`config.mk`:
```
export PLATFORM = sky130hd
export DESIGN_NAME = wheel_adc_reader
export DESIGN_NICKNAME = d
export VERILOG_FILES = /design/src/rtl/wheel_adc_reader.sv
export SDC_FILE = /design/constraint.sdc
export NUM_CORES = 1
export LEC_CHECK = 0
export BUFFER_PORTS_ARGS = -buffer_cell sky130_fd_sc_hd__buf_2
export CAP_MARGIN = 20
export CORE_ASPECT_RATIO = 0.75
export CORE_MARGIN = 2
export CORE_UTILIZATION = 45
export CTS_BUF_LIST = sky130_fd_sc_hd__clkbuf_8
export DETAILED_ROUTE_END_ITERATION = 8
export SKIP_CTS_REPAIR_TIMING = 1
export SYNTH_ARGS = -nofsm -noshare
export SYNTH_HDL_FRONTEND = slang
export SYNTH_SLANG_ARGS = --single-unit
```
`constraint.sdc`:
```
create_clock -name clk -period 5.3 [get_ports clk]
set_clock_uncertainty 0.1 [all_clocks]
set_input_delay 0 -clock clk [delete_from_list [all_inputs] [get_ports clk]]
set_output_delay 0 -clock clk [all_outputs]
set_load 0.01 [all_outputs]
```
`src/rtl/wheel_adc_reader.sv`:
```
// Wheel position reader: drives MAX10 modular-ADC conversions on one channel,
// averages 2^AVG_LOG2 samples, and applies a deadband before publishing the wheel value.
module wheel_adc_reader #(
  parameter int CHANNEL  = 5,
  parameter int AVG_LOG2 = 3,
  parameter int DEADBAND = 2,
  parameter int INTERVAL = 1024,
  parameter int TIMEOUT  = 1023
) (
  input  logic        clk,
  input  logic        reset,
  output logic        command_valid,
  output logic [4:0]  command_channel,
  output logic        command_startofpacket,
  output logic        command_endofpacket,
  input  logic        command_ready,
  input  logic        response_valid,
  input  logic [4:0]  response_channel,
  input  logic [11:0] response_data,
  output logic [11:0] wheel,
  output logic        wheel_valid,
  output logic [7:0]  timeout_cnt,
  output logic        busy
);

  localparam int IW = (INTERVAL > 0) ? $clog2(INTERVAL + 1) : 1;
  localparam int TW = (TIMEOUT > 0) ? $clog2(TIMEOUT + 1) : 1;
  localparam int AW = 12 + AVG_LOG2;
  localparam int CW = AVG_LOG2 + 1;

  localparam logic [IW-1:0] INTERVAL_LD = IW'(INTERVAL);
  localparam logic [TW-1:0] TIMEOUT_LD  = TW'(TIMEOUT);
  localparam logic [CW-1:0] CNT_FULL    = CW'(1 << AVG_LOG2);
  localparam logic [4:0]    CHAN        = 5'(CHANNEL);
  localparam logic [12:0]   BAND        = 13'(DEADBAND);

  typedef enum logic [1:0] {
    S_IDLE,
    S_CMD,
    S_RESP
  } state_t;

  state_t        state, state_next;
  logic [IW-1:0] interval_cnt, interval_next;
  logic [TW-1:0] resp_cnt, resp_next;
  logic [AW-1:0] acc, acc_next, acc_sum;
  logic [CW-1:0] smp_cnt, cnt_next, cnt_inc;
  logic          first_flag, first_next;
  logic [11:0]   wheel_next, avg;
  logic          wheel_valid_next;
  logic [7:0]    timeout_next;
  logic [12:0]   diff;

  assign command_channel       = CHAN;
  assign command_startofpacket = 1'b1;
  assign command_endofpacket   = 1'b1;
  assign busy                  = (state == S_CMD) || (state == S_RESP);

  always_ff @(posedge clk) begin
    if (reset) begin
      state        <= S_IDLE;
      interval_cnt <= INTERVAL_LD;
      resp_cnt     <= '0;
      acc          <= '0;
      smp_cnt      <= '0;
      first_flag   <= 1'b1;
      wheel        <= '0;
      wheel_valid  <= 1'b0;
      timeout_cnt  <= '0;
    end else begin
      state        <= state_next;
      interval_cnt <= interval_next;
      resp_cnt     <= resp_next;
      acc          <= acc_next;
      smp_cnt      <= cnt_next;
      first_flag   <= first_next;
      wheel        <= wheel_next;
      wheel_valid  <= wheel_valid_next;
      timeout_cnt  <= timeout_next;
    end
  end

  // A completed average is evaluated on the same edge that accepts its last sample.
  always_comb begin
    state_next       = state;
    interval_next    = interval_cnt;
    resp_next        = resp_cnt;
    acc_next         = acc;
    cnt_next         = smp_cnt;
    first_next       = first_flag;
    wheel_next       = wheel;
    wheel_valid_next = 1'b0;
    timeout_next     = timeout_cnt;
    command_valid    = 1'b0;
    acc_sum          = acc + AW'(response_data);
    cnt_inc          = smp_cnt + 1'b1;
    avg              = acc_sum[AW-1:AVG_LOG2];
    diff             = (avg >= wheel) ? ({1'b0, avg} - {1'b0, wheel})
                                      : ({1'b0, wheel} - {1'b0, avg});

    case (state)
      S_IDLE: begin
        if (interval_cnt == '0) begin
          state_next = S_CMD;
        end else begin
          interval_next = interval_cnt - 1'b1;
        end
      end
      S_CMD: begin
        command_valid = 1'b1;
        if (command_ready) begin
          state_next = S_RESP;
          resp_next  = '0;
        end
      end
      S_RESP: begin
        // A matching response takes priority over a coincident timeout.
        if (response_valid && (response_channel == CHAN)) begin
          state_next    = S_IDLE;
          interval_next = INTERVAL_LD;
          if (cnt_inc == CNT_FULL) begin
            acc_next = '0;
            cnt_next = '0;
            if (first_flag || (diff > BAND)) begin
              wheel_next       = avg;
              wheel_valid_next = 1'b1;
              first_next       = 1'b0;
            end
          end else begin
            acc_next = acc_sum;
            cnt_next = cnt_inc;
          end
        end else if (resp_cnt == TIMEOUT_LD) begin
          state_next    = S_IDLE;
          interval_next = INTERVAL_LD;
          if (timeout_cnt != 8'hFF) begin
            timeout_next = timeout_cnt + 1'b1;
          end
        end else begin
          resp_next = resp_cnt + 1'b1;
        end
      end
      default: state_next = S_IDLE;
    endcase
  end

endmodule
```
==> results of run 1 <==
-- cells by family (layout without fill, tap and decap cells) --
group / Yosys count / in the layout / share of synthesized area
and+or+nand+nor: 209 / 209 / 0.220
AOI/OAI and AO/OA: 165 / 166 / 0.234
buffers and inverters: 81 / 136 / 0.0765
DFF: 64 / 64 / 0.270
adders and majority gates: 47 / 47 / 0.129
xor gates and xnor gates: 32 / 32 / 0.0591
muxes: 4 / 4 / 0.00950
other: 2 / 7 / 0.00158
-- power breakdown --
part / internal (mW) / leakage, nW / switching [mW]
combinational: 0.177 / 1.77 / 0.273
sequential: 0.525 / 0.518 / 0.0337
clock: 0.180 / 0.0972 / 0.200
total: 0.882 / 2.39 / 0.506
-- sequential cells by signal, summed over array words and instances (netlist names), 2 cells and up --
register and count:
acc 15, interval_cnt 11, resp_cnt 10, smp_cnt 4, state 2, timeout_cnt 8
wheel 12
-- path summary, 6_finish.rpt --
kind	startpoint	end	slack (ns)	cells after the start
worst max-delay path	acc[0]$_SDFFE_PP0P_	wheel[2]$_SDFFE_PP0P_	0.28	24
worst max register to register	acc[0]$_SDFFE_PP0P_	wheel[2]$_SDFFE_PP0P_	0.28	24
worst min register to register	interval_cnt[10]$_SDFFE_PP1P_	interval_cnt[10]$_SDFFE_PP1P_	0.36	1
worst min-delay path	response_data[0]	acc[0]$_SDFFE_PP0P_	-0.02	4
-- layout make-up --
type	instances	area share
Multi-Input combinational cell	465	0.594
Sequential cell	64	0.232
Clock inverter	6	0.00658
Inverter	51	0.0347
Clock buffer	10	0.0250
Tap cell	136	0.0309
Timing Repair Buffer	69	0.0762
-- cell usage in the layout, fill, tap and decap left out, types with 6 or more instances in the layout --
cell and instances:
dfxtp_1 64, nor4_1 6, a21oi_1 51, a22oi_1 9, conb_1 7, inv_1 52
nor2b_1 8, nor2_1 63, o21a_1 7, xor2_1 16, buf_2 43, a21o_1 17
clkbuf_8 10, and3_1 6, nand3_1 26, nand2_1 40, and2_1 6, nor3_1 11
ha_1 42, or3_1 6, xnor2_1 14, o21ai_0 28, nand4_1 11, buf_4 23
-- routing by layer --
| layer | track usage | wire length (µm) |
|---|---|---|
| met4 | 0.0603 | 140 |
| met2 | 0.324 | 5380 |
| met3 | 0.0585 | 772 |
| met1 | 0.325 | 6460 |
| met5 | 0 | 0 |
-- critical path, stage by stage (launching register included) --
cell	delay (ns)
dfxtp_1	0.33
ha_1	0.16
inv_1	0.06
fa_2	0.34
nor2b_2	0.12
o21ai_0	0.10
a21oi_1	0.20
o2111ai_1	0.15
a21boi_1	0.22
o21ai_2	0.09
nand2_1	0.12
xnor2_1	0.20
inv_1	0.17
ha_4	0.31
nand2_2	0.08
buf_4	0.17
a211oi_1	0.28
nor4_2	0.11
a211oi_1	0.39
a211oi_1	0.13
nor4_4	0.43
o2111ai_4	0.24
buf_6	0.20
nand3_1	0.08
a21oi_1	0.07
==> summary.txt, run 1 <==
STA
  • Slew margin rel.: 0.330
  • Final period util: 0.948
  • Max Fclk: 0.199 GHz
  • Slew Viols, Final: 0
  • Final number of setup-violating endpoints: 0
  • Final Hold Fails: 1
  • Final setup margin: 0.278 ns
  • Final setup TNS: 0 ns
  • Hold_ws: -0.0245 ns
  • Slew at the pin closest to its max-slew limit: 0.996 ns
  • Tmin final: 5.02 ns

Floorplanning
  • Area of the die: 11400 µm²
  • Die Ht: 92.9 µm
  • Row count: 32
  • Core Box Area: a little over 10000 µm²
  • Initial core utilization: 0.461
  • Die width: approximately 120 µm
  • IO Pins: 51

Placed design
  • IO Port Bufs: 43
  • DP HPWL: 9340 µm
  • Cells after DPL: a little under 800
  • Placer Congestion: 0.924
  • Placed Instance Area: 5150 µm²
  • Pre-CTS setup slack: 0.0689 ns

Synthesis
  • Predominant post-synthesis flop cell: dfxtp_1
  • Flops & latches, synth: 64
  • Post-synth top area cell: dfxtp_1
  • Netlist Area Pre-Place: 4740 µm²
  • FFs w/ async S/R, synth: 0
  • Gate Count Post-Synth: between 600 and 700
  • EDFF count, synth: 0
  • Synthesis Warnings: 0
  • Post-synthesis sequential area ratio: 0.270
  • Cell variety after synth: 67
  • Dominant cells by area after synthesis: dfxtp_1 (27%), ha_1 (12%), a21oi_1 (5.7%)
  • Synth Area per Inst: 7.85 µm²
  • Top post-synthesis cells by count: dfxtp_1 (64), nor2_1 (64), a21oi_1 (54)
  • Share of the synthesized area in the top cell type: 0.270

Global routing
  • Initial antenna violation count: 0
  • Largest net degree at the start of global routing: 49
  • Global route total overflow: 0
  • Total GRT Usage: 0.224
  • Vias in the first global route: a little over 4000
  • First-pass GRT wire length: 20000 µm

Routing
  • Drc violations: 0
  • Initial drt markers: roughly 270
  • Total number of vias: 4521
  • Post-Route WL: ~13000 µm
  • Avg WL per Cell: between 15 and 20 µm
  • Via density: 5.64
  • Pre-antenna DRT Iters: 5
  • ANT nets after route: 0

Clock tree
  • Htree depth: 3
  • CTS root buf: clkbuf_8
  • CTS Buffer Depth: 2
  • Clock transition at path regs: 0.07 ns
  • Sink Count: 64
  • CTS tree: built
  • Cts bufs inserted: 9
  • Clock latency on the worst-skew pair: 0.35 ns

Power and ir drop
  • Max VDD drop: between 150 and 200 µV
  • Final Power: 1.39 mW
  • Static leakage: 2.39 nW
  • Power Density: 252 nW/µm²

Layout
  • Diodes inserted: 0
  • Register area: 1280 µm²
  • Final Non-Filler Cells: about 800
  • Multi-input gate area: 3280 µm²
  • Synth-to-layout area growth: 16.3%
  • Final Util: 0.536
  • Nets: ~730
  • Finished Cell Area: around 5500 µm²
  • Layout cells sized above 1: 0.176
  • Fill cells: 998

Min path
  • Hold Crit Class: input pin to flop

Status
  • Failing checks: hold timing
  • Status: complete, but fails checks

Worst setup path
  • CP Class: flop to flop
  • Worst Setup Start Kind: flop
  • Critical path arrival: 5.11 ns
  • Worst-path maximum fanout: 6
  • Crit. End Element: flop
  • WP data required: 5.39 ns

Flow run
  • Max-cap viol count: 0
Power figures use the tool's default switching activity.
==> run 2: changes to the inputs <==
CORE_UTILIZATION = 48   (was 45)
PLACE_DENSITY = 0.69   (was default)
==> run 2 against run 1 <==
The flow still finishes with violations (hold timing). Count of clock-buffer cells in the layout down 1. Utilization is 3.5 points higher. Sequential share of layout area increased by 0.10 points. Global-route usage rose by 0.70 points. Register-to-register slack improved by 0.02 ns. Worst hold slack improved by 0.0015 ns. Flip-flop and latch count unchanged. Cell count decreased by 0.62%.
==> summary.txt, run 2 (synthesis gave the netlist of run 1 again) <==
Layout
  • Top reg by flops: acc
  • Fill cells: 919 (-7.9%)
  • Synth-to-layout area growth: 15.8%
  • Commonest non-fill, non-tap cell in the layout: dfxtp_1
  • Most frequent cells in the layout: dfxtp_1 (64), nor2_1 (63), a21oi_1 (53), inv_1 (51), buf_2 (43)
  • Nets: 727 (-0.14%)
  • Final Non-Filler Cells: 796 (-0.62%)
  • Top flop regs: acc (15), wheel (12), interval_cnt (11)
  • Max reg flops: 15 (unchanged)
  • Layout cells sized above 1: 0.179 (+0.00328)
  • Diodes inserted: 0 (unchanged)
  • Final Util: 0.571 (+0.0349)

Min path
  • Hold Crit Start: response_data[0]
  • Hold Crit Class: input pin to flop
  • Hold Path Depth: 4 (unchanged)
  • Hold EP: acc[0]$_SDFFE_PP0P_

STA
  • Max Fclk: 0.200 GHz (+0.38%)
  • Final setup TNS: 0 ns (unchanged)
  • Final number of setup-violating endpoints: 0 (unchanged)
  • Tmin final: 5.00 ns (-0.0188 ns)
  • Final period util: 0.944 (-0.00355)
  • Final Hold Fails: 1 (unchanged)
  • Hold_ws: -0.0229 ns (+0.00151 ns)
  • Slew margin rel.: 0.314 (-0.0155)
  • Slew Viols, Final: 0 (unchanged)
  • Slew at the pin closest to its max-slew limit: 1.02 ns (+0.0230 ns)

Routing
  • ANT nets after route: 0 (unchanged)
  • Via density: 5.71 (+1.2%)
  • Post-Route WL: 12500 µm (-1.9%)
  • Drc violations: 0 (unchanged)
  • Initial drt markers: 268 (-1.8%)
  • Pre-antenna DRT Iters: 4 (-1)
  • Avg WL per Cell: 15.7 µm (-1.3%)
  • Total number of vias: 4545 (+0.53%)

Worst setup path
  • Launch point of the worst path: acc[0]$_SDFFE_PP0P_
  • Crit. End Element: flop
  • WP data required: 5.45 ns (+0.06 ns)
  • Worst Setup Start Kind: flop
  • Critical R2R Capture: wheel[9]$_SDFFE_PP0P_
  • Reg2reg start: acc[0]$_SDFFE_PP0P_
  • Worst-path maximum fanout: 11 (+5)
  • R2R setup slack: 0.30 ns (+0.02 ns)
  • Worst reg2reg path depth: 22 (-8.3%)
  • Critical path arrival: 5.15 ns (+0.04 ns)
  • CP Class: flop to flop

Global routing
  • Vias in the first global route: 4290 (+4.1%)
  • Total GRT Usage: 0.231 (+0.00696)
  • Initial antenna violation count: 0 (unchanged)
  • Largest net degree at the start of global routing: 49 (unchanged)
  • First-pass GRT wire length: 20200 µm (+1.2%)
  • Global route total overflow: 0 (unchanged)

Power and ir drop
  • Combinational share of power: 0.321 (-0.003)
  • Psw: 0.521 mW (+3.0%)
  • Reg power frac: 0.400 (-0.002)
  • Max VDD drop: 144 µV (-24%)
  • Final Power: 1.40 mW (+0.57%)
  • Int Power: 0.874 mW (-0.80%)
  • Static leakage: 2.36 nW (-1.0%)
  • Clk network pwr share: 0.278 (+0.005)
  • Sw Ratio: 0.373 (+0.00864)
  • Power Density: 254 nW/µm² (+1.0%)

Floorplanning
  • Die Ht: 90.1 µm (-3.0%)
  • Row count: 31 (-3.1%)
  • Initial core utilization: 0.493 (+0.0321)
  • Die width: 119 µm (-3.1%)
  • Area of the die: 10700 µm² (-6.0%)
  • IO Pins: 51 (unchanged)
  • Core Box Area: 9620 µm² (-6.5%)

Clock tree
  • CTS tree: built
  • Sink Count: 64 (unchanged)
  • CTS root buf: clkbuf_8
  • Cts bufs inserted: 9 (unchanged)
  • Clock transition at path regs: 0.08 ns (about the same)
  • Clock latency on the worst-skew pair: 0.35 ns (about the same)
  • Htree depth: 3 (unchanged)
  • CTS Buffer Depth: 2 (unchanged)

Flow run
  • Max-cap viol count: 0 (unchanged)

Placed design
  • DP HPWL: 9290 µm (-0.56%)
  • Cells after DPL: 776 (-0.64%)
  • IO Port Bufs: 43 (unchanged)
  • Placer Congestion: 0.967 (+4.7%)

Status
  • Status: complete, but fails checks
  • Failing checks: hold timing
==> run 2: power by group through the flow <==
stage                     clock [mW]  combinational [mW]  sequential [mW]
after floorplan                    0               0.350            0.561
after global placement             0               0.418            0.566
after detailed placement           0               0.431            0.568
after CTS                      0.397               0.436            0.558
after global routing           0.421               0.515            0.566
final                          0.388               0.448            0.559
==> run 2: worst max path at each step <==
stage / endpoint / slack (ns) / cells past startpoint
CTS: wheel[9]$_SDFFE_PP0P_ / 0.05 / 22
floorplan: wheel[11]$_SDFFE_PP0P_ / 0.38 / 24
global placement: wheel[11]$_SDFFE_PP0P_ / 0.21 / 22
finish: wheel[9]$_SDFFE_PP0P_ / 0.30 / 22
detailed placement: wheel[9]$_SDFFE_PP0P_ / 0.07 / 22
global route: wheel[9]$_SDFFE_PP0P_ / -0.03 / 23
==> run 2: per-stage QoR <==
stage	instance area, µm²	setup WS, ns
after floorplan	4760	0.384
after global placement	5130	0.206
after detailed placement	5130	0.0740
after CTS	5310	0.0504
after global routing	5490	-0.0259
final	5490	0.297
==> run 2: layer usage <==
metal | GRT usage | part of all wire
met4 | 0.0704 | 0.016
met5 | 0 | 0
met3 | 0.0495 | 0.053
met2 | 0.353 | 0.44
met1 | 0.324 | 0.49
==> run 2: cell type report <==
class / count / area [µm²] / area share
tap: 132 / 165 / 0.0301
clock inverter: 7 / 55.1 / 0.0100
clock buffer: 9 / 124 / 0.0226
inverter: 51 / 191 / 0.0349
timing repair buffer: 68 / 409 / 0.0745
sequential: 64 / 1280 / 0.233
multi-input combinational: 465 / 3270 / 0.595
==> run 2: worst max-delay path, stage by stage, from the launching register on <==
cell	delay, ns
dfxtp_1	0.33
ha_1	0.16
inv_1	0.06
fa_1	0.40
nor2b_2	0.13
o21ai_0	0.10
a21oi_1	0.20
o2111ai_1	0.18
a21boi_1	0.16
o21ai_1	0.12
a21oi_2	0.20
xor2_2	0.29
ha_4	0.20
nand3_2	0.11
o41ai_4	0.40
a21oi_4	0.08
buf_4	0.17
a21boi_0	0.34
a311oi_2	0.10
nor4_2	0.43
o2111ai_2	0.21
buf_6	0.20
a32o_1	0.25
==> run 3: changes to the inputs <==
CELL_PAD_IN_SITES_DETAIL_PLACEMENT = 0   (was default)
CELL_PAD_IN_SITES_GLOBAL_PLACEMENT = 1   (was default)
CORE_UTILIZATION = 46   (was 48)
PLACE_DENSITY = 0.85   (was 0.69)
==> run 3 against run 2 <==
The flow now finishes without violations. Die area increased by 4.2%. Setup slack lost 0.042 ns. Critical path depth grew 4. Utilization is 2.5 points lower. Critical path type unchanged. Critical endpoint is now wheel[3]$_SDFFE_PP0P_.
==> summary.txt, run 3 (synthesis gave the netlist of run 1 again) <==
Status
  • Status: complete, no violations

Clock tree
  • CTS root buf: clkbuf_8
  • Clock transition at path regs: 0.08 ns (about the same)
  • CTS tree: built
  • CTS Buffer Depth: 2 (unchanged)
  • Htree depth: 3 (unchanged)
  • Cts bufs inserted: 9 (unchanged)
  • Sink Count: 64 (unchanged)
  • Clock latency on the worst-skew pair: 0.35 ns (about the same)

Placed design
  • Cells after DPL: 784 (+1.0%)
  • DP HPWL: 9420 µm (+1.4%)
  • Placer Congestion: 0.938 (-3.0%)
  • IO Port Bufs: 43 (unchanged)

Layout
  • Final Non-Filler Cells: 805 (+1.1%)
  • Max reg flops: 15 (unchanged)
  • Most frequent cells in the layout: dfxtp_1 (64), nor2_1 (63), inv_1 (51), a21oi_1 (51), buf_2 (43)
  • Diodes inserted: 0 (unchanged)
  • Commonest non-fill, non-tap cell in the layout: dfxtp_1
  • Top flop regs: acc (15), wheel (12), interval_cnt (11)
  • Layout cells sized above 1: 0.185 (+0.00613)
  • Final Util: 0.546 (-0.0252)
  • Synth-to-layout area growth: 17.0%
  • Nets: 732 (+0.69%)
  • Top reg by flops: acc

STA
  • Slew margin rel.: 0.357 (+0.0430)
  • Final period util: 0.952 (+0.00789)
  • Slew at the pin closest to its max-slew limit: 0.955 ns (-0.0639 ns)
  • Tmin final: 5.04 ns (+0.0418 ns)
  • Final setup TNS: 0 ns (unchanged)
  • Max Fclk: 0.198 GHz (-0.83%)
  • Final Hold Fails: 0 (-1)
  • Final number of setup-violating endpoints: 0 (unchanged)
  • Hold_ws: 0.0250 ns (+0.0479 ns)
  • Slew Viols, Final: 0 (unchanged)

Power and ir drop
  • Final Power: 1.45 mW (+4.0%)
  • Static leakage: 2.39 nW (+1.1%)
  • Max VDD drop: 170 µV (+18%)
  • Power Density: 262 nW/µm² (+2.9%)

Global routing
  • Global route total overflow: 0 (unchanged)
  • First-pass GRT wire length: 20100 µm (-0.41%)
  • Largest net degree at the start of global routing: 49 (unchanged)
  • Initial antenna violation count: 0 (unchanged)
  • Vias in the first global route: 4133 (-3.7%)
  • Total GRT Usage: 0.225 (-0.00526)

Routing
  • Drc violations: 0 (unchanged)
  • Pre-antenna DRT Iters: 5 (+1)
  • Avg WL per Cell: 15.7 µm (-0.14%)
  • Total number of vias: 4487 (-1.3%)
  • Post-Route WL: 12600 µm (+0.99%)
  • Initial drt markers: 343 (+28%)
  • ANT nets after route: 0 (unchanged)
  • Via density: 5.57 (-2.4%)

Floorplanning
  • Initial core utilization: 0.466 (-0.0267)
  • Die Ht: 91.9 µm (+2.1%)
  • Die width: 121 µm (+2.1%)
  • Row count: 32 (+3.2%)
  • Core Box Area: 10200 µm² (+5.7%)
  • IO Pins: 51 (unchanged)
  • Area of the die: 11100 µm² (+4.2%)

Worst setup path
  • Worst-path maximum fanout: 6 (-5)
  • Worst Setup Start Kind: flop
  • WP data required: 5.38 ns (-0.07 ns)
  • CP max-delay cell: nor4_4
  • Crit. End Element: flop
  • CP Class: flop to flop
  • Critical path arrival: 5.13 ns (-0.02 ns)
  • Largest stage delay, worst path: 0.43 ns (about the same)

Flow run
  • Max-cap viol count: 0 (unchanged)

Min path
  • Hold Crit Class: input pin to flop
run 3: changes by cell type in the layout (fill, tap and decap cells not counted), sizes merged:
cell	delta
buf	+5
bufinv	+1
clkbuf	+1
clkinv	+1
clkinvlp	-1
inv	-2
run 3: metal layers:
metal / track usage / wire [µm] / vias up
met3: 0.0417 / 943 / 7
li1: - / - / 2246
met5: 0 / 0 / -
met4: 0.0527 / 99 / 0
met2: 0.341 / 5440 / 151
met1: 0.331 / 6160 / 2083
run 3: metrics by stage:
stage	setup WS, ns	area, µm²
global route	-0.00636	5550
detailed placement	0.0861	5170
global placement	0.220	5170
CTS	0.0567	5380
floorplan	0.384	4760
finish	0.255	5550
run 3: area by class of cell:
cell class                      count  area [µm²]
Multi-Input combinational cell    465        3250
Inverter                           51         191
Timing Repair Buffer               73         454
Clock buffer                       10         138
Tap cell                          136         170
Clock inverter                      6        68.8
Sequential cell                    64        1280
Fill cell                        1005        4620
run 3: worst max-delay path, delay by kind of cell, from the launching register on:
family	cells	cell delay, ns
buffers and inverters	5	0.65
adders and majority gates	3	0.85
xor gates and xnor gates	1	0.14
AOI/OAI and AO/OA	11	1.80
and+or+nand+nor	6	1.00
DFF	1	0.34
run 3: worst paths after layout:
| check | end | slack, ns | startpoint | cells after the start |
|---|---|---|---|---|
| max | wheel[3]$_SDFFE_PP0P_ | 0.26 | acc[0]$_SDFFE_PP0P_ | 26 |
| min | acc[0]$_SDFFE_PP0P_ | 0.02 | response_data[0] | 4 |
| max reg2reg | wheel[3]$_SDFFE_PP0P_ | 0.26 | acc[0]$_SDFFE_PP0P_ | 26 |
| min reg2reg | interval_cnt[10]$_SDFFE_PP1P_ | 0.35 | interval_cnt[10]$_SDFFE_PP1P_ | 1 |
run 3: where the power goes:
group | internal [mW] | switching (mW) | total [mW]
logic | 0.177 | 0.273 | 0.450
clock network | 0.232 | 0.211 | 0.443
registers | 0.524 | 0.0335 | 0.558
total | 0.933 | 0.518 | 1.45
